`src/rtl/adsb_rx_ctrl.sv`:
```
// adsb_rx_ctrl: sequencing controller for the ADS-B receive path.
// It generates the decimation strobe and gates the detector enable
// against FIFO occupancy. It also runs a per-message watchdog and
// counts lost messages.
module adsb_rx_ctrl #(
  parameter int unsigned DIV        = 1,
  parameter logic [7:0]  HIWAT      = 8'd200,
  parameter logic [7:0]  LOWAT      = 8'd128,
  parameter logic [15:0] WD_TIMEOUT = 16'd3000,
  parameter int unsigned WD_LEN     = 4
) (
  input  logic        clk,
  input  logic        reset,
  input  logic        det_ena_req,
  input  logic        clr,
  input  logic        data_start,
  input  logic        done,
  input  logic [7:0]  fifo_count,
  input  logic        fifo_full,
  output logic        dec_ena,
  output logic        det_ena,
  output logic        watchdog_reset,
  output logic        overflow,
  output logic [15:0] drop_cnt,
  output logic [2:0]  state
);

  typedef enum logic [2:0] {
    S_IDLE     = 3'd0,
    S_ARMED    = 3'd1,
    S_BUSY     = 3'd2,
    S_THROTTLE = 3'd3,
    S_WDOG     = 3'd4
  } state_t;

  localparam logic [7:0]  DIV_LAST = 8'(DIV - 1);
  localparam logic [3:0]  WD_LAST  = 4'(WD_LEN - 1);
  localparam logic [15:0] TO_LAST  = WD_TIMEOUT - 16'd1;

  logic [7:0]  div_cnt_q;
  logic        dec_q;
  state_t      state_q, state_d;
  logic [15:0] timer_q, timer_d;
  logic [3:0]  wd_cnt_q, wd_cnt_d;
  logic [15:0] drop_q, drop_d;
  logic        ovf_q, ovf_d;
  logic        wd_entry;
  logic        drop_evt;

  // Free-running divider; the strobe is registered so it is low in reset
  // and first goes high on the clock after reset is released.
  always_ff @(posedge clk or posedge reset) begin
    if (reset) begin
      div_cnt_q <= 8'd0;
      dec_q     <= 1'b0;
    end else begin
      dec_q     <= (div_cnt_q == 8'd0);
      div_cnt_q <= (div_cnt_q == DIV_LAST) ? 8'd0 : div_cnt_q + 8'd1;
    end
  end

  // State, message timer and watchdog pulse counter registers.
  always_ff @(posedge clk or posedge reset) begin
    if (reset) begin
      state_q  <= S_IDLE;
      timer_q  <= 16'd0;
      wd_cnt_q <= 4'd0;
    end else begin
      state_q  <= state_d;
      timer_q  <= timer_d;
      wd_cnt_q <= wd_cnt_d;
    end
  end

  // Next-state logic. Only WDOG runs every clock; the other states move on
  // decimation ticks only.
  always_comb begin
    state_d  = state_q;
    timer_d  = timer_q;
    wd_cnt_d = wd_cnt_q;
    case (state_q)
      S_IDLE: begin
        if (dec_q && det_ena_req) begin
          if (fifo_count < HIWAT && !fifo_full) state_d = S_ARMED;
          else                                  state_d = S_THROTTLE;
        end
      end
      S_ARMED: begin
        if (dec_q) begin
          if (!det_ena_req) begin
            state_d = S_IDLE;
          end else if (data_start) begin
            state_d = S_BUSY;
            timer_d = 16'd0;
          end else if (fifo_count >= HIWAT || fifo_full) begin
            state_d = S_THROTTLE;
          end
        end
      end
      S_BUSY: begin
        // A message in flight always finishes: enable and FIFO level are ignored.
        if (dec_q) begin
          timer_d = timer_q + 16'd1;
          if (done) begin
            state_d = S_ARMED;
          end else if (timer_q == TO_LAST) begin
            state_d  = S_WDOG;
            wd_cnt_d = 4'd0;
          end
        end
      end
      S_THROTTLE: begin
        if (dec_q) begin
          if (!det_ena_req)                               state_d = S_IDLE;
          else if (fifo_count <= LOWAT && !fifo_full)     state_d = S_ARMED;
        end
      end
      S_WDOG: begin
        if (wd_cnt_q == WD_LAST) begin
          state_d  = S_IDLE;
          wd_cnt_d = 4'd0;
        end else begin
          wd_cnt_d = wd_cnt_q + 4'd1;
        end
      end
      default: state_d = S_IDLE;
    endcase
  end

  assign wd_entry = (state_q != S_WDOG) && (state_d == S_WDOG);
  assign drop_evt = (done && fifo_full) || wd_entry;

  // Drop accounting: one count per cycle with any loss, saturating, clr wins.
  always_comb begin
    drop_d = drop_q;
    ovf_d  = ovf_q;
    if (clr) begin
      drop_d = 16'd0;
      ovf_d  = 1'b0;
    end else if (drop_evt) begin
      if (drop_q != 16'hFFFF) drop_d = drop_q + 16'd1;
      ovf_d = 1'b1;
    end
  end

  // Drop counter and sticky overflow registers.
  always_ff @(posedge clk or posedge reset) begin
    if (reset) begin
      drop_q <= 16'd0;
      ovf_q  <= 1'b0;
    end else begin
      drop_q <= drop_d;
      ovf_q  <= ovf_d;
    end
  end

  assign dec_ena        = dec_q;
  assign det_ena        = (state_q == S_ARMED) || (state_q == S_BUSY);
  assign watchdog_reset = (state_q == S_WDOG);
  assign overflow       = ovf_q;
  assign drop_cnt       = drop_q;
  assign state          = state_q;

endmodule

```
`config.mk`:
```
export PLATFORM = sky130hd
export DESIGN_NAME = adsb_rx_ctrl
export DESIGN_NICKNAME = d
export VERILOG_FILES = /design/src/rtl/adsb_rx_ctrl.sv
export SDC_FILE = /design/constraint.sdc
export NUM_CORES = 1
export LEC_CHECK = 0
export ABC_AREA = 1
export ABC_CLOCK_PERIOD_IN_PS = 2300
export CAP_MARGIN = 15
export CORE_MARGIN = 2
export CORE_UTILIZATION = 55
export CTS_CLUSTER_DIAMETER = 100
export CTS_CLUSTER_SIZE = 24
export DETAILED_ROUTE_END_ITERATION = 7
export DONT_BUFFER_PORTS = 1
export PLACE_DENSITY = 0.7
export REMOVE_ABC_BUFFERS = 1
export SLEW_MARGIN = 40
export SYNTH_ARGS = -nofsm -noshare
export SYNTH_HDL_FRONTEND = slang
export SYNTH_SLANG_ARGS = --single-unit
```
`constraint.sdc`:
```
create_clock -name clk -period 2.3 [get_ports clk]
set_input_delay 0.345 -clock clk [delete_from_list [all_inputs] [get_ports clk]]
set_output_delay 0.345 -clock clk [all_outputs]
set_load 0.03 [all_outputs]
```
Word level (Yosys, flattened, before mapping) --
Cells that the tools add are included.
Word-level totals: flip-flop bits (word level) 49, latch bits 0, memory bits (writable) 0, bits in read-only memories 0, input bits 15, output and inout port bits 23, word-level logic and storage cells 77, memories 0
Operators by class: $add $sub $neg 4, multipliers 0, div/mod/pow operators 0, magnitude comparators 3, equal/unequal tests 15, shifts and indexed selects 0, mux-type cells 30, bitwise operators 0, reductions and logical operators 18
Operators by type and width (count):
- $mux 16 | 7
- $mux 3 | 12
- $add 16x1->16 const B | 2
- $pmux 16 s2 | 1
- $eq 16x12->1 const B | 1
- $mux 4 | 4
- $ne 16x16->1 const B | 1
- $pmux 3 s5 | 1
- $ne 2x2->1 const B | 6
- $add 8x1->8 const B | 1
- $ge 8x8->1 const B | 1
- $le 8x8->1 const B | 1
- $logic_not 8->1 | 1
- $lt 8x8->1 const B | 1
- $mux 8 | 1
- $pmux 4 s2 | 1
- $reduce_bool 2->1 | 4
- $eq 3x2->1 const B | 2
- $eq 3x3->1 const B | 2
- $logic_and 1x1->1 | 5
- $reduce_and 5->1 | 1
- $add 4x1->4 const B | 1
- $eq 4x2->1 const B | 1
- $reduce_and 4->1 | 1
- 8 further kinds | 11

Longest topological paths before layout --
depth in word-level cells 12, gate-level depth with buffers 11

Least setup slack after synthesis --
No wires, ideal clock.
path type register -> register, from register state_q[1], in the netlist state[1], to register wd_cnt_q[0], arrival 1702 ps, required time 2172 ps, slack 470 ps, stages on the path, launching flop included 7, buffers on the path 0, cells stage by stage dfrtp_1 nor2_1 inv_1 nor2_1 o21ai_0 nand2_1 o21ai_0
Between the ends: word-level cells in the longest chain between the ends 3
RTL lines:
- start, declared | line 42 | state_t state_q, state_d;
- start signal, assigned | line 69 | state_q <= state_d;
- $eq 3x3->1 (*)
- via watchdog_reset | line 22 | output logic watchdog_reset,
- $reduce_bool 2->1 (no source line)
- $reduce_and 4->1 (no source line)
- end signal, assigned | line 71 | wd_cnt_q <= wd_cnt_d;
- end, declared | line 44 | logic [3:0] wd_cnt_q, wd_cnt_d;
The timed path passes the listed nets; every way through them passes the cells marked *. A chain may end at the register's enable or synchronous reset.

Final worst setup path --
from register state_q[1], in the netlist state[1], to register timer_q[8]
Between the ends: word-level cells in the longest chain between the ends 3
RTL lines:
- $eq 3x2->1 or $eq 3x1->1 (tied branches) | line 81 | case (state_q)
- $ne 2x2->1 (no source line) or $reduce_bool 2->1 (tied branches)
- $reduce_and 5->1 (no source line)
- end signal, assigned | line 70 | timer_q <= timer_d;
- end, declared | line 43 | logic [15:0] timer_q, timer_d;
Parallel ways exist; a longest one is shown, timed or not.

==> reports/summary.log <==
qor: die.boundaryPins 38
qor: global_route.grt_pass1_wl 11700 microns
qor: min_path.hold_path_class input pin to flop
qor: critical_path.slowest_delay 0.55 ns
qor: power.worst_ir_drop_vdd 0.000352 V
qor: sta.slew_headroom 68.6%
qor: placement.pre_cts_slack 0.316 ns
qor: logic_synthesis.postSynth.topFlopCell sky130_fd_sc_hd__dfrtp_1
qor: logic_synthesis.synth_warnings 0
qor: finish.final_common_cell sky130_fd_sc_hd__nand2_1
qor: global_route.number_of_antenna_violations_at_the_first_check_in_global_routing 0
qor: critical_path.crit_cells 8
qor: routing.route.detailed.wl_per_inst 13.0 microns
qor: routing.highest_layer met4
qor: sta.max_freq 491 MHz
qor: routing.route.met2.wl 3270 microns
qor: logic_synthesis.synth-async-reset-ratio 100%
qor: critical_path.cp_num_buf_inv 1
qor: sta.clock-skew-final 0.00496 ns
qor: placement.dpl.hpwl 5140 microns
qor: global_route.track_usage 23.7%
qor: critical_path.crit_start state[1]$_DFF_PP0_
qor: logic_synthesis.yosysSeqAreaShare 40.0%
qor: critical_path.worst-r2r-cell-count 8
qor: logic_synthesis.synth_area_per_cell 7.20 sq um
qor: cts.cts.htree.levels 2
qor: cts.clkLatencyLatePin 0.30 ns
qor: routing.met1_wire_length 3030 microns
qor: run_status.outcome complete, no violations
qor: cts.cts_buffers 5
qor: power.cellPowerDensity 635 nW/um^2
qor: routing.met3_length 343 microns
qor: routing.first_drt_pass_iteration_count 5
qor: global_route.maximum_number_of_pins_on_one_net_before_global_route_repair 21
qor: logic_synthesis.synth-edff-count 0
qor: routing.ant_nets 0
qor: cts.clk_pin_slew_worst_paths 0.09 ns
qor: routing.drc 0
qor: cts.clk_root_buffer_cell sky130_fd_sc_hd__clkbuf_8
qor: die.row_count 27
qor: finish.nets 464
qor: routing.route.vias.total 2795
qor: die.die_width 78.7 microns
qor: die.placeable_core_region 5440 sq um
qor: critical_path.critPathLaunchType flop
qor: sta.finalWorstPathRequiredPeriod 2.04 ns
qor: sta.tightestPinTransition 0.466 ns
qor: sta.final_tns_setup 0 ns
qor: routing.final_routed_wirelength 6730 microns
qor: sta.hold_violations 0
qor: critical_path.worstPathCellList inv_1 -> nand3_1 -> nor2_1 -> nand2_1 -> nand2_1 -> nand3_1 -> o21ai_0 -> nor2_1
qor: sta.rsz_0062_raised_after_global_routing no
qor: sta.post-route-period-util 88.5%
qor: logic_synthesis.synth_area_leaders sky130_fd_sc_hd__dfrtp_1 (40%), sky130_fd_sc_hd__nand2_1 (15%), sky130_fd_sc_hd__nor2_1 (7.3%), sky130_fd_sc_hd__inv_1 (5.4%), sky130_fd_sc_hd__nand3_1 (5.2%)
qor: placement.globalplace.congestion 0.902
qor: cts.tritoncts_clock_tree built
qor: run.maxCapViolations 0
qor: critical_path.critPathSlowestCell sky130_fd_sc_hd__dfrtp_1
qor: logic_synthesis.post_synth_inst_count 426
qor: routing.drt_iter0_markers 96
qor: finish.antenna_cells 0
qor: logic_synthesis.ys_ff_latch 49
qor: finish.syn_to_final_growth 9.58%
qor: cts.cts_repair_resize_count 0
qor: sta.slew_violations 0
qor: sta.setup_viol 0
qor: global_route.grt_remaining_overflow 0
qor: critical_path.rr_startpoint state[1]$_DFF_PP0_
qor: logic_synthesis.synth.top_cell.area_share 40.0%
qor: finish.layout.cells.most_common_list sky130_fd_sc_hd__nand2_1 (121), sky130_fd_sc_hd__nor2_1 (60), sky130_fd_sc_hd__dfrtp_1 (49)
qor: critical_path.worstPathRequired 2.49 ns
qor: critical_path.critical_path.endpoint_type flop
qor: power.total_power 0.00214 W
qor: placement.io_buffer_count 0
qor: cts.cts-root-to-sink-buffers 2
qor: cts.cts_sink_count 49
qor: critical_path.crit_arrival 2.23 ns
qor: die.initial_utilization 56.4%
qor: critical_path.r2r-end timer_q[8]$_DFFE_PP0P_
qor: die.die-area 6190 sq um
qor: critical_path.r2r_slack 0.26 ns
qor: critical_path.critical_path.max_fanout 16
qor: die.chipHeight 78.7 microns
qor: logic_synthesis.synth_top_area_cell sky130_fd_sc_hd__dfrtp_1
qor: finish.drive_gt1_share 10.8%
qor: critical_path.path_delay_family simple AND/OR/NAND/NOR gates
qor: logic_synthesis.synth_cell_type_count 32
qor: routing.route.detailed.vias_per_inst 5.41
qor: logic_synthesis.syn_area 3070 sq um
qor: sta.fin_ws 0.264 ns
qor: critical_path.timing_worst_setup_path_type flop to flop
qor: power.power.leakage 1.59 nW
qor: global_route.grt_pass1_vias 2589
qor: finish.n_fill_cell 495
qor: critical_path.setup.worst_path.end timer_q[8]$_DFFE_PP0P_
==> what timing repair did <==
action                                 4_1_cts  5_1_grt
hold buffers                                 1        0
setup buffers                                0        0
endpoints found under the hold margin       12        0
==> kinds of logic (layout without fill, tap and decap cells) <==
logic type | count (synthesis) | in the layout | share of synthesized area, %
xor+xnor | 10 | 10 | 2.85
simple gates | 270 | 270 | 41.1
flops | 49 | 49 | 40.0
compound gates | 37 | 37 | 6.69
fa+ha+maj | 5 | 5 | 2.04
buf+inv | 55 | 74 | 7.38
==> worst register-to-register path, cell delays in order, from the launching register on <==
cell                      delay (ns)
sky130_fd_sc_hd__dfrtp_1        0.55
sky130_fd_sc_hd__inv_1          0.14
sky130_fd_sc_hd__nand3_1        0.18
sky130_fd_sc_hd__nor2_1         0.14
sky130_fd_sc_hd__nand2_1        0.12
sky130_fd_sc_hd__nand2_1        0.37
sky130_fd_sc_hd__nand3_1        0.16
sky130_fd_sc_hd__o21ai_0        0.20
sky130_fd_sc_hd__nor2_1         0.07
==> worst min-delay path by stage <==
stage	slack [ns]	cells after the start	to	startpoint
floorplan	0.45	1	div_cnt_q[0]$_DFF_PP0_	div_cnt_q[0]$_DFF_PP0_
global placement	0.19	1	wd_cnt_q[2]$_DFFE_PP0P_	reset
detailed placement	0.20	1	wd_cnt_q[2]$_DFFE_PP0P_	reset
CTS	0.21	3	drop_cnt[9]$_DFFE_PP0P_	clr
global route	0.21	3	drop_cnt[7]$_DFFE_PP0P_	clr
finish	0.21	3	drop_cnt[4]$_DFFE_PP0P_	clr
==> through the flow <==
stage                     util [%]  hold slack, ns  instances  cell area (sq um)
final                         61.8           0.214        517               3360
after CTS                     61.8           0.209        517               3360
after global routing          61.8           0.213        517               3360
after global placement        59.4           0.195        508               3230
after detailed placement      59.4           0.201        508               3230
after floorplan                  -           0.454        421               3030
==> area by class of cell <==
type / instances / area [sq um] / share of cell area, %
inverters: 50 / 188 / 5.58
flip-flops and latches: 49 / 1230 / 36.5
well taps: 72 / 90.1 / 2.68
clock inverters: 2 / 37.5 / 1.12
multi-input cells: 322 / 1620 / 48.0
clock buffers: 6 / 82.6 / 2.46
repair buffers: 16 / 123 / 3.65
==> Yosys cell counts (all sizes together) (2+ instances only) <==
cell type	count
nand2	125
a31o	2
nand3	34
xor2	10
inv	50
ha	5
o21ai	23
nand4	22
o21bai	3
nor2	65
a21oi	7
nor3	18
nor3b	2
dfrtp	49
buf	4
==> power by group <==
part	total (W)	internal, W	leakage (nW)	switching [W]
Clock	0.000642	0.000354	0.0574	0.000288
Sequential	0.00104	0.000929	0.670	0.000107
Combinational	0.000458	0.000119	0.864	0.000339
==> registers in the layout (all words and copies together) (netlist names) <==
register / cells
drop_cnt: 16
timer_q: 16
div_cnt_q: 8
wd_cnt_q: 4
state: 3
dec_ena: 1
overflow: 1
==> layer usage <==
metal  vias to the layer above  GRT usage (%)
met5                         -              0
met3                        10           5.06
met4                         0           7.02
li1                       1423              -
met2                        70           39.8
met1                      1292           30.6
Note: power is estimated with default switching activity, not from simulation.
